==> src/rtl/regfile_sb.sv <==
// Register bank: 2 read ports, 1 write port, optional bypass and hardwired zero register,
// plus a pending-write scoreboard that tracks outstanding producers for RAW/WAW hazards.
module regfile_sb #(
    parameter int DATA_W    = 32,
    parameter int ADDR_W    = 5,
    parameter int ZERO_REG  = 1,
    parameter int BYPASS    = 1,
    parameter int SYNC_READ = 0
) (
    input  logic              clock,
    input  logic              reset,
    input  logic [ADDR_W-1:0] rReg1,
    input  logic [ADDR_W-1:0] rReg2,
    output logic [DATA_W-1:0] rData1,
    output logic [DATA_W-1:0] rData2,
    output logic              rBusy1,
    output logic              rBusy2,
    input  logic [ADDR_W-1:0] wRegAddrs,
    input  logic [DATA_W-1:0] wData,
    input  logic              RegWrite,
    input  logic              issue_valid,
    input  logic [ADDR_W-1:0] issue_addr,
    output logic              issue_stall,
    output logic [ADDR_W:0]   pending_count
);

    localparam int unsigned DEPTH = 1 << ADDR_W;

    logic [DATA_W-1:0] r_regs [DEPTH];
    logic [DEPTH-1:0]  r_pending;
    logic [ADDR_W:0]   r_count;

    logic              w_zero1, w_zero2, w_zero_w, w_zero_i;
    logic              w_hit1, w_hit2;
    logic [DATA_W-1:0] w_rd1, w_rd2;
    logic              w_busy1, w_busy2;
    logic              w_accept, w_inc, w_dec;

    assign w_zero1  = (ZERO_REG != 0) && (rReg1 == '0);
    assign w_zero2  = (ZERO_REG != 0) && (rReg2 == '0);
    assign w_zero_w = (ZERO_REG != 0) && (wRegAddrs == '0);
    assign w_zero_i = (ZERO_REG != 0) && (issue_addr == '0);

    assign w_hit1 = (BYPASS != 0) && RegWrite && (wRegAddrs == rReg1) && !w_zero1;
    assign w_hit2 = (BYPASS != 0) && RegWrite && (wRegAddrs == rReg2) && !w_zero2;

    always_comb begin
        w_rd1 = r_regs[rReg1];
        w_rd2 = r_regs[rReg2];
        if (w_hit1)  w_rd1 = wData;
        if (w_hit2)  w_rd2 = wData;
        if (w_zero1) w_rd1 = '0;
        if (w_zero2) w_rd2 = '0;
    end

    assign w_busy1 = r_pending[rReg1] && !w_hit1 && !w_zero1;
    assign w_busy2 = r_pending[rReg2] && !w_hit2 && !w_zero2;

    assign issue_stall = issue_valid && r_pending[issue_addr]
                         && !(RegWrite && (wRegAddrs == issue_addr));
    assign w_accept    = issue_valid && !issue_stall && !w_zero_i;

    // A same-address set+clear leaves the bit set, so it is neither an increment nor a decrement.
    assign w_inc = w_accept && !r_pending[issue_addr];
    assign w_dec = RegWrite && r_pending[wRegAddrs]
                   && !(w_accept && (issue_addr == wRegAddrs));

    always_ff @(posedge clock) begin
        if (reset) begin
            for (int unsigned i = 0; i < DEPTH; i++) r_regs[i] <= '0;
            r_pending <= '0;
            r_count   <= '0;
        end else begin
            if (RegWrite && !w_zero_w) r_regs[wRegAddrs] <= wData;
            if (RegWrite) r_pending[wRegAddrs] <= 1'b0;
            if (w_accept) r_pending[issue_addr] <= 1'b1;
            if (w_inc && !w_dec)      r_count <= r_count + 1'b1;
            else if (w_dec && !w_inc) r_count <= r_count - 1'b1;
        end
    end

    assign pending_count = r_count;

    if (SYNC_READ != 0) begin : g_sync_read
        always_ff @(posedge clock) begin
            if (reset) begin
                rData1 <= '0;
                rData2 <= '0;
                rBusy1 <= 1'b0;
                rBusy2 <= 1'b0;
            end else begin
                rData1 <= w_rd1;
                rData2 <= w_rd2;
                rBusy1 <= w_busy1;
                rBusy2 <= w_busy2;
            end
        end
    end else begin : g_comb_read
        assign rData1 = w_rd1;
        assign rData2 = w_rd2;
        assign rBusy1 = w_busy1;
        assign rBusy2 = w_busy2;
    end

endmodule

==> config.mk <==
export PLATFORM = sky130hd
export DESIGN_NAME = regfile_sb
export DESIGN_NICKNAME = d
export VERILOG_FILES = /design/src/rtl/regfile_sb.sv
export SDC_FILE = /design/constraint.sdc
export NUM_CORES = 2
export LEC_CHECK = 0
export CAP_MARGIN = 20
export CORE_ASPECT_RATIO = 1.4
export CORE_MARGIN = 3
export CORE_UTILIZATION = 40
export CTS_CLUSTER_DIAMETER = 60
export CTS_CLUSTER_SIZE = 14
export DETAILED_ROUTE_END_ITERATION = 10
export GPL_ROUTABILITY_DRIVEN = 0
export PLACE_DENSITY = 0.52
export SYNTH_ARGS = -nofsm -noshare
export SYNTH_HDL_FRONTEND = slang
export SYNTH_SLANG_ARGS = --single-unit
==> constraint.sdc <==
create_clock -name clock -period 6.1 [get_ports clock]
set_input_delay 1.22 -clock clock [delete_from_list [all_inputs] [get_ports clock]]
set_output_delay 1.22 -clock clock [all_outputs]
set_load 0.02 [all_outputs]
-- Word level (Yosys, flattened, before mapping)
Memories as Yosys holds them, arrays and structs flattened.
Index checks and enable logic that the tools add are counted.
- bits in latches: 0
- ROM bits: 0
- bits in registers: 38
- memory bits (writable): 1024
- input bits: 56
- logic and storage cells: 87
- memories kept: 1
- memory list (name ; depth ; width ; read ports ; clocked after Yosys merged registers in ; write ports ; line ; source):
    r_regs ; 32 ; 32 ; 2 ; 0 ; 32 ; 29 ; logic [DATA_W-1:0] r_regs [DEPTH];
- reduce and logical (&&, ||, !) cells: 40
- shifts and indexed selects: 0
- $lt $le $gt $ge: 6
- equal/unequal tests: 4
- multipliers: 0
- divide/modulo/power cells: 0
- $add $sub $neg: 2
- muxes and demuxes: 29
- bitwise operators: 3
- operators by type and width (cell ; number):
    $mux 32 ; 8
    $and 32x32->32 ; 1
    $not 32->32 ; 1
    $or 32x32->32 ; 1
    $reduce_or 32->1 ; 1
    $lt 5x6->1 const B ; 4
    $logic_and 1x1->1 ; 22
    $bmux 1 s5 ; 4
    $eq 5x5->1 ; 4
    $logic_not 5->1 ; 4
    $logic_not 1->1 ; 12
    $mux 1 ; 12
    $mux 6 ; 2
    $demux 1 s5 ; 2
    $ge 5x1->1 const B ; 2
    $add 6x1->6 const B ; 1
    $sub 6x1->6 const B ; 1
    $mux 5 ; 1
    $reduce_bool 2->1 ; 1

-- Depth between registers and ports, before layout
- depth in word-level cells: 13
- mapped depth: 16
- depth with buffers taken out: 13

-- Least setup slack after synthesis
No wires, ideal clock.
- kind: in2reg
- start: input port RegWrite
- end: memory r_regs[12][0] (enable)
- buffers on the path: 2
- data required time: 5.634 ns
- slack: 1.103 ns
- stages on the path: 6
- arrival time: 4.532 ns
- path through: buf_4 -> inv_1 -> nor2_2 -> or4b_1 -> buf_2 -> o21ai_0
- RTL lines (item ; line ; source):
    start: declaration ; 20 ; input logic RegWrite,
    end: declaration ; 29 ;

-- Final worst setup path
- start: input port rReg2[2]
- end: output port rData2[0]
- word-level cells in the longest chain between the ends: 5
- elaborated cells on any way between the ends: 8
- RTL lines (item ; line ; source):
    start: declaration ; 13 ; input logic [ADDR_W-1:0] rReg2,
    parallel branches: the longest is 4 deep, another holds $mem_v2 32x32 ; -- ;
    $mux 32 (*) ; 53 ; if (w_zero2) w_rd2 = '0;
    end: declaration ; 15 ; output logic [DATA_W-1:0] rData2,
Every way passes the cells marked *.

==> impl_metrics.toml <==
[place]
numPortBuffers = 128
dp_hpwl_um = 137000

[drt]
drt_pass1_iterations = 6
drtIter0Drc = 4408
ant_nets = 0
wl_um = 212000
drc_errors = 0
wl_per_cell_um = 33.8
vias = 38500
vias_per_cell = 6.14

[timing]
maxSlewViolCount = 0
maxSlewHeadroom_pct = 23.3
hold_slack_ps = 544
rsz0062_at_grt = "false"
final.setup.tns_ps = 0
worst_pin_slew_ps = 1150
skew_ps = 23.1
period_share_pct = 96.9
hold_violations = 0
finalCriticalPeriod_ps = 5910
fmax_mhz = 169
setup_viol = 0

[yosys]
ys_seq_area_share_pct = 54.1
synthCells = 4236
async_reset_ff_share_pct = 0
synth-edff-count = 1024
ys_types = 66
ys_seq_elements = 1062
syn_area_um2 = 58300
synth_area_per_cell_um2 = 13.8
yosys_most_used_dff = "edfxtp_1"
ys_warn_count = 0

[grt]
grt_max_degree = 50
gr-usage-met3_pct = 4.25
use_met2_pct = 47.3
met1_usage_pct = 36.7
grt_pass1_wl_um = 300000
grt_pass1_vias = 39100
grt.total_usage_pct = 28.0
grt.overflow.total = 0
busiest_layer = "met2"
antenna_found_initial = 7

[cts]
cts_made_buffers = 95
cts_setup_buffers = 0
insertion_delay_ps = 710
tritoncts = "done"
cts_buffer_depth = 3
h-tree-depth = 3
cts.reportedPaths.clkPinSlew_ps = 60
postCtsHoldBufs = 0
clock-sinks = 1062
cts-root-buf = "clkbuf_16"

[worst_setup_path]
arrival_ps = 4690
worst-path-max-fanout = 44
cp-end-kind = "primary output"
crit_top_cell = "nor3_1"
crit_type = "input port to primary output"
cp.required_ps = 4880
cp-start-kind = "input port"
critPathMaxStageDelay_ps = 720
crit_chain = "dlygate4sd2_1 -> or3_2 -> buf_12 -> o22ai_1 -> nor4_1 -> buf_4 -> nor3_1 -> nor3_1 -> clkdlybuf4s50_1"
cpMaxStageDelayCell = "clkdlybuf4s50_1"

[power_and_ir_drop]
max-vdd-ir-drop_mv = 0.214
p_leak_nw = 22.5
power.density_nw_per_um2 = 260

[die]
die_w_um = 329
die-height_um = 458
dieArea_um2 = 150000
initial_core_util_pct = 40.3
rows = 165
io_pins = 129
core-area_um2 = 145000

[layout]
fillCellCount = 12900
area_delta_synth_final_pct = 13.4
final_layout_size_suffix_gt1_share_pct = 25.7
layout.nets = 4370

[job]
cap_violations = 0

[run_status]
outcome = "complete, no violations"

[hold_path]
hp-class = "flop to flop"
-- flip-flops by register name, summed over array words and instances, names as in the netlist --
name / count
pending_count: 6
r_pending: 32
r_regs: 1024
-- area by class of cell --
type	count	area, um^2	share of cell area [%]
Clock inverter	29	337	0.509
Antenna cell	5	12.5	0.0189
Clock buffer	108	2500	3.78
Inverter	5	20.0	0.0303
Tap cell	1920	2400	3.63
Multi-Input combinational cell	2737	25400	38.4
Sequential cell	1062	31500	47.7
Timing Repair Buffer	407	3940	5.96
-- logic make-up (layout without fill, tap and decap cells) --
family	count (synthesis)	count (layout)	share of synthesized area, %
xor gates and xnor gates	19	19	0.285
AOI/OAI and AO/OA	422	422	5.13
DFF	1062	1062	54.1
buffers and inverters	469	549	3.74
adders and majority gates	6	6	0.142
other	1	37	0.00643
and+or+nand+nor	1568	1569	15.6
muxes	689	689	21.1
-- cells in the mapped netlist (17+ instances only) --
cell | count | area share, %
o211ai_1 | 24 | 0.31
a221o_1 | 19 | 0.33
nand2_1 | 31 | 0.20
nor2_1 | 245 | 1.6
dfxtp_1 | 38 | 1.3
o221ai_1 | 19 | 0.29
o22ai_1 | 186 | 2.0
mux4_2 | 413 | 16
buf_2 | 75 | 0.64
mux2i_1 | 108 | 1.9
edfxtp_1 | 1024 | 53
nor3_1 | 141 | 1.2
and2_1 | 994 | 11
mux2_2 | 168 | 3.2
a22oi_1 | 17 | 0.22
o211a_1 | 19 | 0.33
buf_4 | 48 | 0.62
nor4_1 | 67 | 0.72
a21oi_1 | 21 | 0.18
o31ai_1 | 26 | 0.33
o21ai_0 | 37 | 0.32
clkbuf_1 | 299 | 1.9
-- timing repair --
action / 4_1_cts / 5_1_grt
setup endpoints to repair: 2 / 0
hold endpoints to repair: 0 / 0
gates resized for setup: 3 / 0
-- worst max-delay path, delay by kind of cell --
kind                   cells  cell delay (ps)
and+or+nand+nor            4             1370
buffers and inverters      4             1930
AOI/OAI and AO/OA          1              120
-- routing by layer --
metal | vias up | share of wire [%]
met3 | 370 | 6.9
met1 | 20200 | 40
met5 | - | 0.072
li1 | 16300 | -
met2 | 1713 | 50
met4 | 4 | 3.3
-- path summary, 6_finish.rpt --
check / from / end / slack (ps) / depth (start not counted)
worst max register to register: r_pending[7]$_SDFF_PP0_ / pending_count[5]$_SDFFE_PP0P_ / 2360 / 14
worst min-delay path: pending_count[2]$_SDFFE_PP0P_ / pending_count[2]$_SDFFE_PP0P_ / 540 / 2
worst min register to register: pending_count[2]$_SDFFE_PP0P_ / pending_count[2]$_SDFFE_PP0P_ / 540 / 2
worst max-delay path: rReg2[2] / rData2[0] / 190 / 9
-- cells in the final DEF, fill, tap and decap left out, types with 6 or more instances in the layout --
cell type and count:
a22oi_1 17, a221o_1 19, buf_12 47, clkbuf_16 98
clkdlybuf4s50_1 108, o21ai_0 7, clkbuf_1 9, or2_2 8
dfxtp_1 38, clkinv_2 7, mux2_2 168, mux4_2 413
a221oi_1 13, o22a_1 13, buf_4 243, mux2i_1 108
nor2_4 32, nor3_2 16, o21ai_4 30, edfxtp_1 1024
bufinv_16 6, a21oi_1 21, xnor2_1 16, o211ai_1 24
nor2_1 218, o211a_1 19, a32oi_1 12, nor4_1 65
nand3b_1 12, nor3_1 140, and2_1 994, o221ai_1 19
nand2_1 28, conb_1 32, o31ai_1 25, nand3_1 9
o311a_1 10, o22ai_1 186
-- per-stage QoR --
step / total power [mW] / instances / cell area [um^2] / setup WS [ps] / util (%)
2_1_floorplan: 10.2 / 4267 / 58400 / 1100 / -
3_3_place_gp: 11.3 / 6128 / 63200 / -140 / 43.7
3_5_place_dp: 11.3 / 6130 / 63200 / -112 / 43.8
4_1_cts: 17.2 / 6268 / 66100 / 227 / 45.7
5_1_grt: 17.6 / 6271 / 66100 / 55.3 / 45.7
6_report: 17.2 / 6273 / 66100 / 190 / 45.7
-- report_power, final --
group          switching, mW  internal (mW)
Clock                   2.81           3.16
Sequential             0.193           8.38
Combinational           1.54           1.08
No activity file was read; power rests on OpenSTA's default activity.
